### config.mk
export PLATFORM = sky130hd
export DESIGN_NAME = traffic_ctrl_multi
export DESIGN_NICKNAME = d
export VERILOG_FILES = /design/src/rtl/traffic_ctrl_multi.sv
export SDC_FILE = /design/constraint.sdc
export NUM_CORES = 1
export LEC_CHECK = 0
export ABC_AREA = 1
export CORE_MARGIN = 4
export CORE_UTILIZATION = 35
export CTS_BUF_LIST = sky130_fd_sc_hd__clkbuf_8
export CTS_CLUSTER_SIZE = 28
export DETAILED_ROUTE_END_ITERATION = 7
export GPL_TIMING_DRIVEN = 1
export PLACE_DENSITY_LB_ADDON = 0.3
export SLEW_MARGIN = 20
export SYNTH_ARGS = -nofsm -noshare
export SYNTH_HDL_FRONTEND = slang
export SYNTH_SLANG_ARGS = --single-unit
### constraint.sdc
create_clock -name clk_i -period 2.2 [get_ports clk_i]
set_input_delay 0.66 -clock clk_i [delete_from_list [all_inputs] [get_ports clk_i]]
set_output_delay 0.66 -clock clk_i [all_outputs]
set_load 0.005 [all_outputs]
### src/rtl/traffic_ctrl_multi.sv
// traffic_ctrl_multi: N-approach round-robin traffic light controller.
// Each approach in turn gets green -> yellow -> all-red. Phase lengths can be
// adjusted at run time through mode_i and three buttons with a lockout.
// Optional feature macro: TRAFFIC_PED_REQ_EN (pedestrian request latches
// that shorten the current green to 2 when another approach is waiting).
module traffic_ctrl_multi #(
    parameter int NUM_DIR   = 2,
    parameter int TIME_SZ   = 4,
    parameter int DB_CYCLES = 33554431,
    parameter logic [TIME_SZ-1:0] DEFAULT_G = TIME_SZ'(5),
    parameter logic [TIME_SZ-1:0] DEFAULT_Y = TIME_SZ'(2),
    parameter logic [TIME_SZ-1:0] DEFAULT_R = TIME_SZ'(1),
    localparam int DIR_W = (NUM_DIR > 1) ? $clog2(NUM_DIR) : 1
) (
    input  logic                   clk_i,
    input  logic                   rst_i,
    input  logic                   tick_i,
    input  logic [1:0]             mode_i,
    input  logic [2:0]             btn_i,
    input  logic [NUM_DIR-1:0]     ped_i,
    output logic [3*NUM_DIR-1:0]   light_o,
    output logic [TIME_SZ-1:0]     count_o,
    output logic [DIR_W-1:0]       dir_o
`ifdef TRAFFIC_PED_REQ_EN
    ,
    output logic [NUM_DIR-1:0]     ped_req_o
`endif
);

    localparam int LOCK_W = (DB_CYCLES > 0) ? $clog2(DB_CYCLES + 1) : 1;

    localparam logic [1:0] PH_GREEN  = 2'd0;
    localparam logic [1:0] PH_YELLOW = 2'd1;
    localparam logic [1:0] PH_ALLRED = 2'd2;

    localparam logic [1:0] M_NORMAL = 2'd0;
    localparam logic [1:0] M_ADJ_G  = 2'd1;
    localparam logic [1:0] M_ADJ_Y  = 2'd2;
    localparam logic [1:0] M_ADJ_R  = 2'd3;

    localparam logic [2:0] C_RED    = 3'b100;
    localparam logic [2:0] C_YELLOW = 3'b110;
    localparam logic [2:0] C_GREEN  = 3'b010;
    localparam logic [2:0] C_WHITE  = 3'b111;

    logic [1:0]         phase;
    logic [DIR_W-1:0]   dir, next_dir;
    logic [TIME_SZ-1:0] ctime, glen, ylen, rlen;
    logic [LOCK_W-1:0]  lock;
    logic               load, press, trunc;
    logic [2:0]         phase_colour;

    // Default -> restore, +1 saturates high, -1 saturates at zero.
    function automatic logic [TIME_SZ-1:0] adjust(input logic [TIME_SZ-1:0] cur,
                                                  input logic [TIME_SZ-1:0] dflt,
                                                  input logic [2:0]         btn);
        if (btn[0])      return dflt;
        else if (btn[1]) return (&cur) ? cur : cur + 1'b1;
        else             return (cur == '0) ? cur : cur - 1'b1;
    endfunction

    assign load     = tick_i && (ctime == '0);
    assign next_dir = (dir == DIR_W'(NUM_DIR - 1)) ? '0 : dir + 1'b1;
    assign press    = (mode_i != M_NORMAL) && (lock == '0) && (btn_i != 3'b000);
    assign dir_o    = dir;

`ifdef TRAFFIC_PED_REQ_EN
    logic [NUM_DIR-1:0] ped_req, dir_mask, clr_mask;
    assign dir_mask  = NUM_DIR'(1) << dir;
    // The approach about to receive green has its request served.
    assign clr_mask  = (load && phase == PH_ALLRED) ? (NUM_DIR'(1) << next_dir) : '0;
    assign trunc     = (phase == PH_GREEN) && (|(ped_req & ~dir_mask)) && (ctime > TIME_SZ'(2));
    assign ped_req_o = ped_req;

    // Request latches: set by ped_i, cleared when that approach goes green.
    always_ff @(posedge clk_i or posedge rst_i) begin
        if (rst_i) ped_req <= '0;
        else       ped_req <= (ped_req | ped_i) & ~clr_mask;
    end
`else
    logic unused_ped;
    assign unused_ped = ^ped_i;
    assign trunc      = 1'b0;
`endif

    // Phase sequencer; loads read the lengths as they were before this cycle's button action.
    always_ff @(posedge clk_i or posedge rst_i) begin
        if (rst_i) begin
            phase <= PH_GREEN;
            dir   <= '0;
            ctime <= DEFAULT_G;
        end else if (tick_i) begin
            if (ctime == '0) begin
                case (phase)
                    PH_GREEN:  begin phase <= PH_YELLOW; ctime <= ylen; end
                    PH_YELLOW: begin phase <= PH_ALLRED; ctime <= rlen; end
                    default:   begin phase <= PH_GREEN;  ctime <= glen; dir <= next_dir; end
                endcase
            end else if (trunc) begin
                ctime <= TIME_SZ'(2);
            end else begin
                ctime <= ctime - 1'b1;
            end
        end
    end

    // Button lockout: counts down from DB_CYCLES after every accepted press.
    always_ff @(posedge clk_i or posedge rst_i) begin
        if (rst_i)          lock <= '0;
        else if (press)     lock <= LOCK_W'(DB_CYCLES);
        else if (lock != '0) lock <= lock - 1'b1;
    end

    // Phase length registers, edited only in the matching adjust mode.
    always_ff @(posedge clk_i or posedge rst_i) begin
        if (rst_i) begin
            glen <= DEFAULT_G;
            ylen <= DEFAULT_Y;
            rlen <= DEFAULT_R;
        end else if (press) begin
            case (mode_i)
                M_ADJ_G: glen <= adjust(glen, DEFAULT_G, btn_i);
                M_ADJ_Y: ylen <= adjust(ylen, DEFAULT_Y, btn_i);
                M_ADJ_R: rlen <= adjust(rlen, DEFAULT_R, btn_i);
                default: ;
            endcase
        end
    end

    // Registered display: countdown in NORMAL, the selected length otherwise.
    always_ff @(posedge clk_i or posedge rst_i) begin
        if (rst_i) count_o <= DEFAULT_G;
        else begin
            case (mode_i)
                M_NORMAL: count_o <= ctime;
                M_ADJ_G:  count_o <= glen;
                M_ADJ_Y:  count_o <= ylen;
                default:  count_o <= rlen;
            endcase
        end
    end

    // Colour of the approach holding right-of-way in NORMAL mode.
    always_comb begin
        case (phase)
            PH_GREEN:  phase_colour = C_GREEN;
            PH_YELLOW: phase_colour = C_YELLOW;
            default:   phase_colour = C_RED;
        endcase
    end

    // Per-approach LEDs; adjust modes show which length is being edited.
    always_comb begin
        for (int k = 0; k < NUM_DIR; k++) begin
            light_o[3*k +: 3] = C_RED;
            case (mode_i)
                M_NORMAL: if (dir == DIR_W'(k)) light_o[3*k +: 3] = phase_colour;
                M_ADJ_G:  if (k == 0) light_o[3*k +: 3] = C_GREEN;
                M_ADJ_Y:  light_o[3*k +: 3] = C_YELLOW;
                default:  light_o[3*k +: 3] = C_WHITE;
            endcase
        end
    end

endmodule

==> flow_metrics.tcl, run 1 <==
set metrics [dict create \
    status "completed" \
    cp_data_required_time_ns 1.54 \
    synth_edf_count 0 \
    dr.first_iter.drc_count 143 \
    antenna_found_initial 0 \
    synth.most_common_cell "nand2_1" \
    worst_ep_arrival_time_ns 1.50 \
    rsz0062_at_grt "true" \
    core-area_sq_mm 0.009371 \
    yosysWarnings 0 \
    first_global_vias 2946 \
    cts_max_level 2 \
    worst_pin_slew_ns 0.3930 \
    leakage_nw 1.876 \
    drc_errors 0 \
    slowest_stage "dlygate4sd2_1" \
    ioPinCount 21 \
    numCtsBuffers 5 \
    clockRootBuffer "clkbuf_8" \
    wirelength_um 8214 \
    drive_gt1_share_pct 20.44 \
    grt_util_all_layers_pct 15.30 \
    multi_input_area_sq_mm 0.001972 \
    syn_inst 453 \
    path_clk_slew_ns 0.09 \
    synth_top_area_share_pct 29.23 \
    synth_nets 480 \
    hold_ws_ns 0.5229 \
    finClkSkew_ns 0.006601 \
    vias 3033 \
    ir_worst_vdd_mv 0.5020 \
    slowest_delay_ns 0.26 \
    power.density_mw_per_mm2 552.4 \
    synth_area_leaders "dfrtp_1, nand2_1, inv_1" \
    worstSetupStartpointType "primary input" \
    cts_tree "done" \
    final-max-slew-violation-count 0 \
    grt_overflow_total 0 \
    criticalPathCategory "primary input to output port" \
    fp.dieArea_sq_mm 0.01143 \
    dr.pass1.iters 4 \
    power.total_mw 2.249 \
    nets 525 \
    fmax_ghz 0.4638 \
    clk_latency_ns 0.31 \
    worst_hold_path_type "flop to flop" \
    cp_max_fo 6 \
    dp_hpwl_um 6286 \
    synth_common_cells "nand2_1, inv_1, nor2_1" \
    setup_viol 0 \
    synth.distinct_cells 41 \
    slew_headroom_pct 73.70 \
    syn_avg_cell_area_sq_um 7.560 \
    period_needed_ns 2.156 \
    synth_largest_area_cell "dfrtp_1" \
    rows 35 \
    start_util_pct 36.54 \
    end_kind "output port" \
    cts_sinks 48 \
    worst_slack_ns 0.04372 \
    yosysSeqAreaShare_pct 35.37 \
    hold_buffers 0 \
    wl_per_cell_um 13.08 \
    period_share_pct 98.01 \
    gp_congestion 0.9009 \
    antenna_cells 0 \
    avgViaCountPerCell 4.830 \
    syn_area_sq_mm 0.003425 \
    area.sequential_sq_mm 0.001212 \
    ant_nets 0 \
    ys_ff_latch 48 \
    die_w_um 106.9 \
    portBuffers 18 \
    drv_cap 0 \
    hold_violations 0 \
    area_growth_pct 18.89 \
    die_h_um 106.9 \
    fillerInstances 971 \
    crit_chain "buf_2 > buf_6 > ha_4 > buf_4 > dlygate4sd2_1" \
    async_flop_share_pct 100.0 \
    clockBufferDepth 2 \
    post-place-ws_ns -0.8446 \
    grt_pass1_wl_um 14360 \
    grt_max_degree 36 \
    synthFlopType "dfrtp_1" \
]
-- power breakdown --
group	switching (mW)	total, mW	leakage, nW	internal (mW)
Combinational	0.299	0.527	1.32	0.229
Clock	0.329	0.666	0.0541	0.337
Sequential	0.0805	1.06	0.506	0.975
-- cell families after synthesis --
| kind of cell | after synthesis | share of synthesized area, % |
|---|---|---|
| fa+ha+maj | 17 | 6.869 |
| simple gates | 233 | 32.55 |
| flops | 48 | 35.37 |
| compound gates | 61 | 11.22 |
| xor+xnor | 21 | 5.371 |
| buf+inv | 73 | 8.623 |
-- state kept, by name (all words and copies together), names as in the netlist --
register / cells
ctime: 4
lock: 25
glen: 4
count_o: 4
ylen: 4
phase: 2
rlen: 4
dir_o: 1
-- metal layers --
metal  GRT usage (%)  up-vias  part of all wire, %
met5               0        -                    0
met4           4.018        0                  1.2
met3           2.950        9                  4.8
met2           23.29       63                   44
met1           22.21     1419                   50
li1                -     1542                    -
-- cells in the final DEF, fill, tap and decap left out, drive strengths merged, types with 9 or more instances in the layout --
cell / Yosys / routed
o21ai: 38 / 38
dfrtp: 40 / 40
nand4: 11 / 11
nor2: 69 / 69
nand2: 107 / 107
a21oi: 9 / 9
xor2: 13 / 13
nand3: 38 / 38
clkdlybuf4s50: 0 / 10
buf: 5 / 31
inv: 68 / 68
ha: 14 / 14
-- timing repair --
action                     in CTS  in global routing
setup endpoints to repair       6                  3
setup buffers                   2                  0
pin swaps                       3                  3
resized for setup              39                  5
-- through the flow --
stage	utilization (%)	std cells	TNS, ns	area, sq um
floorplan	-	453	0	3425
global placement	41.74	618	-7.843	3911
detailed placement	41.74	618	-9.197	3911
CTS	43.39	628	0	4066
global route	43.44	628	-0.0006889	4071
finish	43.44	628	0	4071
-- critical path: cells and delay by family --
family | cells | cell delay, ns
buffers and inverters | 4 | 0.66
adders and majority gates | 1 | 0.17
-- final timing paths --
kind | from | to | slack [ns] | depth (start not counted)
worst max-delay path | mode_i[0] | light_o[0] | 0.04 | 5
worst min-delay path | ylen[1]$_DFFE_PP1P_ | ylen[1]$_DFFE_PP1P_ | 0.52 | 2
worst max register to register | lock[0]$_DFFE_PP0P_ | ylen[2]$_DFFE_PP0P_ | 0.37 | 11
worst min register to register | ylen[1]$_DFFE_PP1P_ | ylen[1]$_DFFE_PP1P_ | 0.52 | 2
max in group asynchronous | rst_i | rlen[0]$_DFFE_PP1P_ | 1.03 | 3
min in group asynchronous | rst_i | dir_o$_DFFE_PP0P_ | 0.62 | 2
-- cell type report --
class	count	share of cell area [%]
Clock buffer	5	1.690
Clock inverter	3	1.045
Inverter	68	6.269
Multi-Input combinational cell	332	48.43
Sequential cell	48	29.78
Tap cell	129	3.964
Timing Repair Buffer	43	8.820
Power figures use the tool's default switching activity.
==> run 2, diff against run 1 <==
Settings changed: CORE_UTILIZATION 35 to 31, CTS_CLUSTER_SIZE 28 to default, SKIP_LAST_GASP from default to 1.
==> run 2 against run 1 <==
  * Global-route usage is 1.7 points lower
  * Clock skew is 0.0070 ns higher
  * Worst setup slack worse by 0.0029 ns
  * Non-clock buffer count is 3 higher
  * Final area hardly changed
  * Largest power group unchanged
  * Die area is 12% higher
  * First-iteration DRC count is 2.8% higher
  * Register-to-register slack better by 0.03 ns
  * Critical endpoint is now light_o[4]
==> flow_metrics.tcl, run 2 (same netlist as run 1, synthesis figures left out) <==
set metrics [dict create \
    crit_family "buffers and inverters" \
    setup_viol 0 \
    die_w_um 113.1 \
    worst_hold_path_type "flop to flop" \
    clockRootBuffer "clkbuf_8" \
    grt_max_degree 36 \
    cp_data_required_time_ns 1.54 \
    leakage_nw 1.887 \
    nets 528 \
    end_kind "output port" \
    reg2reg_slack_ns 0.40 \
    drive_gt1_share_pct 20.32 \
    wl_met1_um 4130 \
    largest_register_ff_count 25 \
    portBuffers 18 \
    grt_util_all_layers_pct 13.63 \
    power.density_mw_per_mm2 521.6 \
    slew_headroom_pct 72.69 \
    rows 38 \
    highest_layer "met4" \
    clockBufferDepth 2 \
    antenna_cells 0 \
    ant_nets 0 \
    gp_congestion 0.8084 \
    wl_per_cell_um 12.75 \
    regMostFlops "lock" \
    antenna_found_initial 0 \
    slowest_delay_ns 0.30 \
    start_util_pct 31.59 \
    drv_cap 0 \
    final-max-slew-violation-count 0 \
    grt_pass1_wl_um 14380 \
    power.total_mw 2.123 \
    fp.dieArea_sq_mm 0.01279 \
    r2r-end "lock[14]$_DFFE_PP0P_" \
    criticalPathCategory "primary input to output port" \
    period_needed_ns 2.159 \
    period_share_pct 98.15 \
    cts_max_level 2 \
    dp_hpwl_um 6272 \
    finClkSkew_ns 0.01363 \
    min_path_cells 2 \
    min_from "ylen[1]$_DFFE_PP1P_" \
    hold_violations 0 \
    fillerInstances 1138 \
    status "completed" \
    finalSetupTns_ns 0 \
    cts_sinks 48 \
    dr.pass1.iters 4 \
    avgViaCountPerCell 4.679 \
    crit_top_cell "buf_2" \
    clk_latency_ns 0.30 \
    ir_worst_vdd_mv 0.3330 \
    hold_buffers 0 \
    worst_ep_arrival_time_ns 1.50 \
    setup.worst_path.start "mode_i[1]" \
    path_clk_slew_ns 0.09 \
    first_global_vias 2901 \
    ioPinCount 21 \
    hold_ws_ns 0.5150 \
    worstSetupStartpointType "primary input" \
    cts_tree "done" \
    wl_met3_um 334 \
    grt_overflow_total 0 \
    fmax_ghz 0.4631 \
    worst_pin_slew_ns 0.4082 \
    rr_worst_depth 7 \
    core-area_sq_mm 0.01084 \
    dr.first_iter.drc_count 147 \
    wl_met2_um 3635 \
    die_h_um 113.1 \
    area_growth_pct 18.85 \
    final_cells 642 \
    post-place-ws_ns -0.7550 \
    numCtsBuffers 5 \
    mostFrequentLayoutCells "nand2_1, inv_1, nor2_1, dfrtp_1, nand3_1" \
    vias 3004 \
    rsz0062_at_grt "true" \
    crit_chain "buf_2 > buf_6 > buf_4 > o41ai_2 > buf_2" \
    path_buf_inv 4 \
    worst_slack_ns 0.04077 \
    slowest_stage "o41ai_2" \
    wirelength_um 8185 \
    layout_commonest_cell "nand2_1" \
    placed_cells 631 \
    reg2reg_from "lock[0]$_DFFE_PP0P_" \
    cp_max_fo 3 \
    min_to "ylen[1]$_DFFE_PP1P_" \
    drc_errors 0 \
]
[run 2: changes by cell type in the layout (fill, tap and decap cells not counted), sizes merged]
cell,change
clkinvlp,-1
bufinv,-1
buf,+3
clkbuf,+1
inv,+2
clkinv,-1
[run 2: how the worst max path moves through the flow]
stage | endpoint | slack, ns | cells past startpoint
floorplan | light_o[1] | 0.1 | 4
CTS | light_o[4] | 0.04 | 6
global placement | light_o[1] | -0.73 | 6
detailed placement | light_o[2] | -0.75 | 7
finish | light_o[4] | 0.04 | 5
global route | light_o[4] | -0.0006 | 5
[run 2: what timing repair did]
action	4_1_cts	5_1_grt
pin swaps	4	3
buffers inserted	3	0
endpoints found under the setup margin	6	3
resized for setup	40	2
[run 2: stage by stage]
stage	cell area (sq um)	util, %
after floorplan	3425	-
after global placement	3940	36.35
after detailed placement	3940	36.35
after CTS	4074	37.58
after global routing	4070	37.55
final	4070	37.55
[run 2: worst register-to-register path: cells and delay by family (launching register included)]
family,cells,cell delay (ns)
and+or+nand+nor,3,0.66
DFF,1,0.41
adders and majority gates,1,0.23
xor gates and xnor gates,1,0.18
buffers and inverters,1,0.15
AOI/OAI and AO/OA,1,0.06
[run 2: power breakdown]
part | internal [mW] | switching, mW
clock network | 0.248 | 0.302
registers | 0.973 | 0.0636
logic | 0.230 | 0.306
total | 1.45 | 0.672
[run 2: layer usage]
layer / global-route usage [%] / vias up
met5: 0 / -
met4: 3.125 / 0
met3: 2.086 / 5
met2: 20.97 / 58
met1: 20.17 / 1379
li1: - / 1562
[run 2: layout make-up]
cell class	instances	area, sq um	share of cell area [%]
Multi-Input combinational cell	332	1957	48.08
Sequential cell	48	1211	29.76
Timing Repair Buffer	46	381.6	9.376
Inverter	68	255.2	6.271
Tap cell	140	175.2	4.304
Clock buffer	6	82.58	2.029
Clock inverter	2	7.507	0.1844
